--- src/rtl/mac_tx_frame_fifo_pkg.sv ---
// Shared types and defaults for the MAC Tx store-and-forward frame FIFO.
package mac_pkg;

  localparam int TX_FIFO_DEPTH_DEFAULT      = 64;
  localparam int TX_FIFO_DATA_W             = 64;
  localparam int TX_FIFO_MAX_FRAMES_DEFAULT = 16;

  // Write-side frame tracking. W_DROP is only reachable with oversize dropping enabled.
  typedef enum logic [1:0] {
    W_IDLE  = 2'd0,
    W_FRAME = 2'd1,
    W_DROP  = 2'd2
  } tx_fifo_wr_state_t;

  // One stored beat, laid out exactly as it is packed into the RAM.
  typedef struct packed {
    logic                        tlast;
    logic [TX_FIFO_DATA_W/8-1:0] tkeep;
    logic [TX_FIFO_DATA_W-1:0]   tdata;
  } tx_fifo_word_t;

endpackage

--- src/rtl/mac_tx_frame_fifo_sdp_ram.sv ---
// Simple dual-port RAM: synchronous write, asynchronous (combinational) read.
module sdp_ram #(
  parameter int  WIDTH = 8,
  parameter int  DEPTH = 16,
  localparam int AW    = $clog2(DEPTH)
) (
  input  logic             clk_i,
  input  logic             we_i,
  input  logic [AW-1:0]    waddr_i,
  input  logic [WIDTH-1:0] wdata_i,
  input  logic [AW-1:0]    raddr_i,
  output logic [WIDTH-1:0] rdata_o
);

  logic [WIDTH-1:0] mem_q [DEPTH];

  // Storage write port; contents are deliberately not reset.
  always_ff @(posedge clk_i) begin
    if (we_i) begin
      mem_q[waddr_i] <= wdata_i;
    end
  end

  assign rdata_o = mem_q[raddr_i];

endmodule

--- src/rtl/mac_tx_frame_fifo.sv ---
// Store-and-forward AXI-Stream frame FIFO feeding the MAC Tx user port.
// A frame is only offered downstream once its tlast beat is stored, so the
// MAC never sees tvalid drop mid-frame.
// Optional build macro TX_FIFO_DROP_OVERSIZE_EN: frames that overflow the
// storage are discarded (o_drop pulses) instead of backpressuring forever.
import mac_pkg::*;

module mac_tx_frame_fifo #(
  parameter int DATA_WIDTH = TX_FIFO_DATA_W,
  parameter int DEPTH      = TX_FIFO_DEPTH_DEFAULT,
  parameter int MAX_FRAMES = TX_FIFO_MAX_FRAMES_DEFAULT
) (
  input  logic                              i_clk,
  input  logic                              i_reset_n,
  input  logic [DATA_WIDTH-1:0]             s00_axis_tdata,
  input  logic [DATA_WIDTH/8-1:0]           s00_axis_tkeep,
  input  logic                              s00_axis_tvalid,
  output logic                              s00_axis_tready,
  input  logic                              s00_axis_tlast,
  output logic [DATA_WIDTH-1:0]             m00_axis_tdata,
  output logic [DATA_WIDTH/8-1:0]           m00_axis_tkeep,
  output logic                              m00_axis_tvalid,
  input  logic                              m00_axis_tready,
  output logic                              m00_axis_tlast,
  output logic [$clog2(MAX_FRAMES+1)-1:0]   o_frame_count,
  output logic                              o_drop
);

  localparam int KW = DATA_WIDTH / 8;
  localparam int AW = $clog2(DEPTH);
  localparam int PW = AW + 1;
  localparam int CW = $clog2(MAX_FRAMES + 1);
  localparam int WW = 1 + KW + DATA_WIDTH;

  localparam logic [PW-1:0] PTR_ONE  = PW'(1);
  localparam logic [CW-1:0] CNT_ONE  = CW'(1);
  localparam logic [CW-1:0] CNT_MAX  = CW'(MAX_FRAMES);

  tx_fifo_wr_state_t state_q;
  logic [PW-1:0]     wr_ptr_q;
  logic [PW-1:0]     rd_ptr_q;
  logic [CW-1:0]     frame_count_q;
  logic              en_q;

  logic              full_s;
  logic              room_s;
  logic              tready_s;
  logic              wr_beat_s;
  logic              wr_en_s;
  logic              wr_last_s;
  logic              tvalid_s;
  logic              rd_beat_s;
  logic              rd_last_beat_s;
  logic [WW-1:0]     rd_word_s;

  // Pointers carry one extra wrap bit so full and empty are distinguishable.
  assign full_s = (wr_ptr_q[AW] != rd_ptr_q[AW]) && (wr_ptr_q[AW-1:0] == rd_ptr_q[AW-1:0]);
  assign room_s = (frame_count_q < CNT_MAX);

  // Write-side ready: no new frame may start once MAX_FRAMES are held.
  always_comb begin
    tready_s = 1'b0;
`ifdef TX_FIFO_DROP_OVERSIZE_EN
    if ((state_q == W_FRAME) || (state_q == W_DROP)) begin
      tready_s = en_q;
    end else begin
      tready_s = en_q && !full_s && room_s;
    end
`else
    if (state_q == W_FRAME) begin
      tready_s = en_q && !full_s;
    end else begin
      tready_s = en_q && !full_s && room_s;
    end
`endif
  end

  assign wr_beat_s = s00_axis_tvalid && tready_s;
  // A beat arriving while full (drop build only) or while discarding is never stored.
  assign wr_en_s   = wr_beat_s && !full_s && (state_q != W_DROP);
  assign wr_last_s = wr_en_s && s00_axis_tlast;

  assign tvalid_s       = (frame_count_q != {CW{1'b0}});
  assign rd_beat_s      = tvalid_s && m00_axis_tready;
  assign rd_last_beat_s = rd_beat_s && rd_word_s[WW-1];

  sdp_ram #(
    .WIDTH (WW),
    .DEPTH (DEPTH)
  ) u_ram (
    .clk_i   (i_clk),
    .we_i    (wr_en_s),
    .waddr_i (wr_ptr_q[AW-1:0]),
    .wdata_i ({s00_axis_tlast, s00_axis_tkeep, s00_axis_tdata}),
    .raddr_i (rd_ptr_q[AW-1:0]),
    .rdata_o (rd_word_s)
  );

`ifdef TX_FIFO_DROP_OVERSIZE_EN
  logic [PW-1:0] frame_start_q;
  logic          drop_q;

  // Write FSM: tracks frame boundaries, rewinds and discards oversize frames.
  always_ff @(posedge i_clk or negedge i_reset_n) begin
    if (!i_reset_n) begin
      state_q       <= W_IDLE;
      wr_ptr_q      <= {PW{1'b0}};
      frame_start_q <= {PW{1'b0}};
      drop_q        <= 1'b0;
    end else begin
      drop_q <= 1'b0;
      if (wr_beat_s) begin
        case (state_q)
          W_IDLE: begin
            wr_ptr_q <= wr_ptr_q + PTR_ONE;
            if (!s00_axis_tlast) begin
              state_q       <= W_FRAME;
              frame_start_q <= wr_ptr_q;
            end
          end
          W_FRAME: begin
            if (full_s) begin
              // Throw away the partial frame; completed frames stay intact.
              wr_ptr_q <= frame_start_q;
              drop_q   <= 1'b1;
              state_q  <= s00_axis_tlast ? W_IDLE : W_DROP;
            end else begin
              wr_ptr_q <= wr_ptr_q + PTR_ONE;
              if (s00_axis_tlast) begin
                state_q <= W_IDLE;
              end
            end
          end
          W_DROP: begin
            if (s00_axis_tlast) begin
              state_q <= W_IDLE;
            end
          end
          default: state_q <= W_IDLE;
        endcase
      end
    end
  end

  assign o_drop = drop_q;
`else
  // Write FSM: tracks frame boundaries so a new frame only starts with room for it.
  always_ff @(posedge i_clk or negedge i_reset_n) begin
    if (!i_reset_n) begin
      state_q  <= W_IDLE;
      wr_ptr_q <= {PW{1'b0}};
    end else begin
      if (wr_beat_s) begin
        wr_ptr_q <= wr_ptr_q + PTR_ONE;
        case (state_q)
          W_IDLE: begin
            if (!s00_axis_tlast) begin
              state_q <= W_FRAME;
            end
          end
          W_FRAME: begin
            if (s00_axis_tlast) begin
              state_q <= W_IDLE;
            end
          end
          default: state_q <= W_IDLE;
        endcase
      end
    end
  end

  assign o_drop = 1'b0;
`endif

  // Read pointer advances on every output handshake.
  always_ff @(posedge i_clk or negedge i_reset_n) begin
    if (!i_reset_n) begin
      rd_ptr_q <= {PW{1'b0}};
    end else if (rd_beat_s) begin
      rd_ptr_q <= rd_ptr_q + PTR_ONE;
    end
  end

  // Complete-frame count: up on a stored tlast, down on a delivered tlast.
  always_ff @(posedge i_clk or negedge i_reset_n) begin
    if (!i_reset_n) begin
      frame_count_q <= {CW{1'b0}};
    end else begin
      case ({wr_last_s, rd_last_beat_s})
        2'b10:   frame_count_q <= frame_count_q + CNT_ONE;
        2'b01:   frame_count_q <= frame_count_q - CNT_ONE;
        default: frame_count_q <= frame_count_q;
      endcase
    end
  end

  // Holds s00 ready low while reset is asserted and for the first cycle after release.
  always_ff @(posedge i_clk or negedge i_reset_n) begin
    if (!i_reset_n) begin
      en_q <= 1'b0;
    end else begin
      en_q <= 1'b1;
    end
  end

  // Output beat fields are masked while nothing is offered so reset and idle read as zero.
  assign s00_axis_tready = tready_s;
  assign m00_axis_tvalid = tvalid_s;
  assign m00_axis_tdata  = tvalid_s ? rd_word_s[DATA_WIDTH-1:0] : {DATA_WIDTH{1'b0}};
  assign m00_axis_tkeep  = tvalid_s ? rd_word_s[DATA_WIDTH +: KW] : {KW{1'b0}};
  assign m00_axis_tlast  = tvalid_s && rd_word_s[WW-1];
  assign o_frame_count   = frame_count_q;

endmodule

--- config.mk ---
export PLATFORM = sky130hd
export DESIGN_NAME = mac_tx_frame_fifo
export DESIGN_NICKNAME = d
export VERILOG_FILES = /design/src/rtl/mac_tx_frame_fifo_pkg.sv /design/src/rtl/mac_tx_frame_fifo_sdp_ram.sv /design/src/rtl/mac_tx_frame_fifo.sv
export SDC_FILE = /design/constraint.sdc
export NUM_CORES = 2
export LEC_CHECK = 0
export BUFFER_PORTS_ARGS = -buffer_cell sky130_fd_sc_hd__clkbuf_2
export CORE_MARGIN = 2
export CORE_UTILIZATION = 25
export CTS_BUF_LIST = sky130_fd_sc_hd__clkbuf_8
export DETAILED_ROUTE_END_ITERATION = 6
export PLACE_DENSITY_LB_ADDON = 0.12
export SLEW_MARGIN = 5
export SYNTH_ARGS = -nofsm -noshare
export SYNTH_HDL_FRONTEND = slang
export SYNTH_MEMORY_MAX_BITS = 65536
export SYNTH_SLANG_ARGS = --single-unit
--- constraint.sdc ---
create_clock -name i_clk -period 7.3 [get_ports i_clk]
set_clock_uncertainty 0.1 [all_clocks]
set_input_delay 0.73 -clock i_clk [delete_from_list [all_inputs] [get_ports i_clk]]
set_output_delay 0.73 -clock i_clk [all_outputs]
set_load 0.05 [all_outputs]
## Word-level counts from Yosys, hierarchy flattened

Memories as Yosys holds them, arrays and structs flattened.
Index checks and enable logic that the tools add are counted.

- Bits in writable memories: 4,672
- Bits of input ports: 77
- Word-level logic and storage cells: 43
- Output and inout bits: 81
- Memories: 1
- Flip-flop bits (word level): 22

Memory list:

| memory | words | width | rd ports | clocked after Yosys merged registers in | write ports | RTL line | source |
|---|---|---|---|---|---|---|---|
| u_ram.mem_q | 64 | 73 | 1 | 0 | 1 | mac_tx_frame_fifo_sdp_ram.sv:15 | `logic [WIDTH-1:0] mem_q [DEPTH];` |

- Eq/ne operators: 8
- Reductions and logical operators: 15
- Order comparisons: 1
- Muxes and demuxes: 9
- Add/sub/neg operators: 4

Operators by type and width:

| cell | count |
|---|---|
| 64-bit 2-to-1 mux | 1 |
| 7-bit by 1-bit adder with 7-bit output, second input constant | 2 |
| 1-bit logical AND | 10 |
| 5-bit case mux with 2 select lines | 1 |
| 8-bit 2-to-1 mux | 1 |
| 6-bit equality test | 1 |
| 2-bit != test, second input constant | 3 |
| 5-bit by 1-bit adder with 5-bit output, second input constant | 1 |
| 5-bit less-than comparator, second input constant | 1 |
| 5-bit nonzero test | 1 |
| 5-bit by 1-bit subtractor with 5-bit output, second input constant | 1 |
| 2-bit by 1-bit equality test with 1-bit output, second input constant | 2 |
| 2-bit 2-to-1 mux | 2 |
| 2-bit case mux with 2 select lines | 1 |
| 1-bit 2-to-1 mux | 3 |
| 3-bit AND reduction | 1 |
| 2-bit equality test, second input constant | 1 |
| 2-bit zero test | 1 |
| 2-bit nonzero test | 1 |
| 1-bit zero test | 1 |
| 1-bit != test | 1 |

## Depth between registers and ports, before layout

- Depth in word-level cells: 12
- Depth in mapped cells: 19

## Hierarchy

A second synthesis with hierarchy kept.

- Cells, all modules: 7,696
- Area, all modules: 177,689.2 um^2

Modules (own cells, without submodules):

| module | seq. area each (um^2) | times used | area an instance (um^2) | cells an instance |
|---|---|---|---|---|
| sdp_ram | 140,294.6 | 1 | 176,078.9 | 7,512 |
| mac_tx_frame_fifo | 525.5 | 1 | 1,610.3 | 184 |

## Worst setup path before layout

Ideal clock, no wire load.

- Path kind: register to register
- Start point: register frame_count_q[4] (netlist: o_frame_count[4])
- End point: memory u_ram.mem_q[61][0] (netlist bit), enable pin
- Setup slack: 1.766 ns
- Data arrival time: 4.929 ns
- Period minus slack after synthesis: 5.534 ns
- Stages on the path, launching flop included: 7
- Path buffers: 2
- Path through: dfrtp_1 clkbuf_1 a21boi_0 o211a_1 buf_2 nand4b_1 nor2_1

- Cells in the longest elaborated chain, start to end: 8

RTL lines:

| item | RTL line | source |
|---|---|---|
| from (decl) | mac_tx_frame_fifo.sv:42 | `logic [CW-1:0] frame_count_q;` |
| from (signal assigned) | mac_tx_frame_fifo.sv:187 | `frame_count_q <= {CW{1'b0}};` |
| from (signal assigned) | mac_tx_frame_fifo.sv:190 | `2'b10: frame_count_q <= frame_count_q + CNT_ONE;` |
| from (signal assigned) | mac_tx_frame_fifo.sv:191 | `2'b01: frame_count_q <= frame_count_q - CNT_ONE;` |
| 5-bit less-than comparator | mac_tx_frame_fifo.sv:58 | `assign room_s = (frame_count_q < CNT_MAX);` |
| 1-bit logical AND | mac_tx_frame_fifo.sv:73 | `tready_s = en_q && !full_s && room_s;` |
| 1-bit 2-to-1 mux | mac_tx_frame_fifo.sv:70 | `if (state_q == W_FRAME) begin` |
| 1-bit logical AND | mac_tx_frame_fifo.sv:78 | `assign wr_beat_s = s00_axis_tvalid && tready_s;` |
| 1-bit logical AND (2 in series) | mac_tx_frame_fifo.sv:80 | `assign wr_en_s = wr_beat_s && !full_s && (state_q != W_DROP);` |
| 1-bit 2-to-1 mux | mac_tx_frame_fifo_sdp_ram.sv:19 | `if (we_i) begin` |
| 1-bit 2-to-1 mux (implied by the code) | mac_tx_frame_fifo_sdp_ram.sv:20 | `mem_q[waddr_i] <= wdata_i;` |
| to (decl) | mac_tx_frame_fifo_sdp_ram.sv:15 |  |

Every way passes these cells.

## Final worst setup path

- Start point: register rd_ptr_q[0]
- End point: output m00_axis_tdata[44]

- Cells in the longest elaborated chain, start to end: 2

RTL lines:

| item | RTL line | source |
|---|---|---|
| from (decl) | mac_tx_frame_fifo.sv:41 | `logic [PW-1:0] rd_ptr_q;` |
| from (signal assigned) | mac_tx_frame_fifo.sv:178 | `rd_ptr_q <= {PW{1'b0}};` |
| from (signal assigned) | mac_tx_frame_fifo.sv:180 | `rd_ptr_q <= rd_ptr_q + PTR_ONE;` |
| memory 64 x 73 bit | - |  |
| 64-bit 2-to-1 mux | mac_tx_frame_fifo.sv:209 | `assign m00_axis_tdata = tvalid_s ? rd_word_s[DATA_WIDTH-1:0] : {DATA_WIDTH{1'b0}};` |
| to (decl) | mac_tx_frame_fifo.sv:20 | `output logic [DATA_WIDTH-1:0] m00_axis_tdata,` |

Every way passes these cells.

==> results.txt <==
----------------------------------------------------
[Setup path]
  Ordered cell list for the critical path ... buf_12, buf_12, mux4_2, o22ai_1, nor2_1, nor2_1, o2bb2ai_1, clkbuf_2
  Terminus of the critical flop-to-flop path ... o_frame_count[4]$_DFFE_PN0P_
  Critical path class ... register to output pin
  Count of buffering cells on the critical path with inverters included ... 3
  Maximum fanout count along the critical path ... 82
  Worst Path Arrival ... 5.67 ns
  R2R depth ... 15
  Data required time of the worst path ... 6.47 ns
  Sort of element at the end of the critical path ... output pin
  Family of cells with the greatest summed delay on the critical path ... buffers and inverters
  Worst reg2reg path startpoint ... rd_ptr_q[1]$_DFFE_PN0P_
  Minimum setup slack among reg-to-reg paths ... 2.12 ns
  Launching element type of the critical path ... register
  Largest stage delay on the critical path ... 0.96 ns
  Slowest stage cell, crit path ... o2bb2ai_1

[Run]
  # Max-Cap Violations ... 0

[STA]
  Relative slew margins ... 0.0514
  Count of endpoints failing hold in the final timing report ... 0
  Unrepaired setup endpoints after global routing ... no
  Number of setup violations in the final report ... 0
  Peak clock frequency supported by timing ... 154 MHz
  Final sum of negative setup slack ... 0 ns
  Tmin final ... 6.50 ns
  Slew of the pin with the lowest slew margin ... 1.41 ns
  Post-route setup slack ... 0.795 ns
  Number of max-slew violations in the final report ... 0
  Period Utilization, post-route ... 0.891

[Place]
  Pre-CTS WS ... 1.99 ns
  Final GP Congestion ... 0.729
  Number of buffers added on ports ... 156
  DP Wirelength ... 331 mm

[Clock network]
  Clock-pin slew on the worst setup and hold paths ... 0.06 ns
  Post-CTS sizing ... 0
  Clk Tree Root Cell ... clkbuf_8
  # H-tree levels ... 6
  Worst-skew pair later-pin latency ... 1.41 ns
  CTS buffer count ... 819
  Bufs on Longest Clock Path ... 4
  Post CTS Setup Buffer Count ... 0
  Clock tree from TritonCTS ... built
  Hold bufs inserted after CTS ... 61
  Sinks on Clock Net ... 4693

[Synthesis]
  Netlist area before placement ... 0.179 mm2
  Top flip-flop cell by instance count after synthesis ... edfxtp_1
  Post-synthesis instance total ... 7738
  Count of different cell masters after synthesis ... 70
  Count of yosys warnings during synthesis ... 0
  Share of Yosys cell area claimed by the top area cell type ... 0.785
  Post-Synthesis Net Count ... 7821
  Post-synth EDFFs ... 4672
  Commonest cells post-synth ... edfxtp_1, mux4_2, mux2i_1
  Most frequently used cell type in the post-synthesis netlist ... edfxtp_1
  Sequential cell area fraction in the yosys report ... 0.788
  Post-synth top area cell ... edfxtp_1
  Flop and latch count out of synthesis ... 4693
  Synth async-reset ratio ... 0.00447
  Top area cells in the synthesized netlist ... edfxtp_1, mux4_2, mux2i_1, o22ai_1, buf_2
  Average cell area after synthesis ... 23.1 um2

[GRT]
  Global route overflow ... 0
  Number of global-route vias before repair ... 93723
  Largest net degree at the start of global routing ... 125
  Global-route wire length before repair ... 827 mm
  All-Layer GR Usage ... 0.165
  Number of antenna violations at the first check in global routing ... 49

[Die]
  Die Height ... 849 um
  Width of the chip ... 849 um
  Rows ... 310
  Full die area ... 0.722 mm2
  Starting density of the core ... 0.251
  Io pins ... 158
  Area of the core ... 0.713 mm2

[Detailed routing]
  Post-route DRC violation count ... 0
  Via density ... 4.68
  Number of nets with antenna violations after detailed routing ... 0
  Drt pass-1 iters ... 6
  Routed wire length ... 614 mm
  Vias ... 88197
  Iter 0 DRT Violations ... 8324
  Per-cell routed wire length ... 32.6 um

[Cells and area]
  Register area ... 0.141 mm2
  Area occupied by multi-input gates ... 0.0359 mm2
  Layout cell share with drive strength beyond 1 ... 0.298
  Area added between synthesis and finish ... 16.8%
  # fillers ... 69373
  Fin nets ... 8769

[Power and ir drop]
  Leakage dissipation ... 0.0647 uW
  Power density over the cells ... 371 mW/mm2
  Peak supply drop ... 0.000346 V

[Worst hold path]
  Cell depth of the worst min-delay path ... 1
  Capture endpoint of the worst hold path ... u_ram.mem_q[59][22]$_DFFE_PP_
  Tightest Hold Check Type ... input port to register
  Hold Path Origin ... s00_axis_tdata[22]

[Outcome]
  Status ... complete, no violations

----------------------------------------------------
## worst register-to-register path, stage by stage (launching register included)
cell	delay [ns]
dfrtp_4	1.09
buf_12	0.45
nand3b_1	0.13
buf_4	0.26
o221ai_1	0.33
a21oi_1	0.07
a22o_1	0.24
o31ai_1	0.60
ha_1	0.49
xor2_1	0.12
ha_1	0.22
o21a_1	0.19
o22a_1	0.20
a21oi_1	0.20
mux2i_1	0.26
xnor2_1	0.14
## through the flow
step	hold WS (ns)	total power, uW	utilization	cell area (um2)	std cells
global route	0.0292	80900	0.293	209000	18832
detailed placement	0.382	56300	0.271	193000	17320
floorplan	0.334	46600	-	179000	7738
CTS	0.122	79200	0.293	209000	18822
global placement	0.384	56300	0.271	193000	17318
finish	0.0754	77500	0.293	209000	18839
## sequential cells by signal, summed over array words and instances (netlist names)
name	count
u_ram.mem_q	4672
o_frame_count	5
wr_ptr_q	7
rd_ptr_q	7
state_q	1
en_q	1
## routing by layer
layer | global-route usage | up-vias | part of all wire
li1 | - | 35268 | -
met1 | 0.225 | 49690 | 0.44
met2 | 0.281 | 2431 | 0.49
met3 | 0.0232 | 804 | 0.044
met4 | 0.0362 | 4 | 0.022
met5 | 0 | - | 0.000044
## logic make-up (layout without fill, tap and decap cells)
logic type | count (synthesis) | after routing | share of synthesized area
buffers and inverters | 452 | 2020 | 0.0142
XOR/XNOR | 25 | 25 | 0.00123
flip-flops | 4693 | 4693 | 0.788
AND/OR/NAND/NOR | 418 | 418 | 0.0106
AO/OA/AOI/OAI | 692 | 692 | 0.0274
other | 2 | 19 | 0.0000420
multiplexers | 1450 | 1450 | 0.158
adder cells (fa/ha/maj) | 6 | 6 | 0.000420
## worst max path at each step
stage,cells past startpoint,from,slack [ns],to
2_1_floorplan,6,o_frame_count[4]$_DFFE_PN0P_,1.77,u_ram.mem_q[61][0]$_DFFE_PP_
3_3_place_gp,8,rd_ptr_q[2]$_DFFE_PN0P_,1.13,m00_axis_tkeep[7]
3_5_place_dp,7,rd_ptr_q[0]$_DFFE_PN0P_,1.99,m00_axis_tdata[5]
4_1_cts,7,rd_ptr_q[0]$_DFFE_PN0P_,0.46,m00_axis_tdata[5]
5_1_grt,7,rd_ptr_q[0]$_DFFE_PN0P_,0.48,m00_axis_tdata[5]
6_report,8,rd_ptr_q[0]$_DFFE_PN0P_,0.80,m00_axis_tdata[44]
## placed cells by master (no fill, tap or decap), types with 37 or more instances in the layout
cell           count
mux2i_1          275
nand3_1           44
clkbuf_2         148
clkbuf_8         820
a21oi_1           47
clkinv_1         193
buf_4            278
nand2_1          109
a211oi_1          97
edfxtp_1        4672
a22o_1            43
a22oi_1           63
nor2_1           104
inv_1            265
mux4_2          1089
o22ai_1          195
mux2_2            86
buf_12            79
nor2_4            69
dlygate4sd3_1     61
o21ai_0           73
clkinv_2          85
o221ai_1          37
## layout make-up
type	instances	share of cell area
Antenna cell	17	0.000204
Clock buffer	820	0.0541
Clock inverter	621	0.0171
Inverter	4	0.0000959
Multi-Input combinational cell	2593	0.172
Sequential cell	4693	0.675
Tap cell	9516	0.0571
Timing Repair Buffer	575	0.0243
## where the power goes
part / total [uW] / leakage (uW) / switching, uW / internal, uW
Sequential: 30500 / 0.0422 / 392 / 30100
Combinational: 24600 / 0.0139 / 15800 / 8780
Clock: 22400 / 0.00856 / 11300 / 11100
Total: 77500 / 0.0647 / 27500 / 50000
Power figures use the tool's default switching activity.
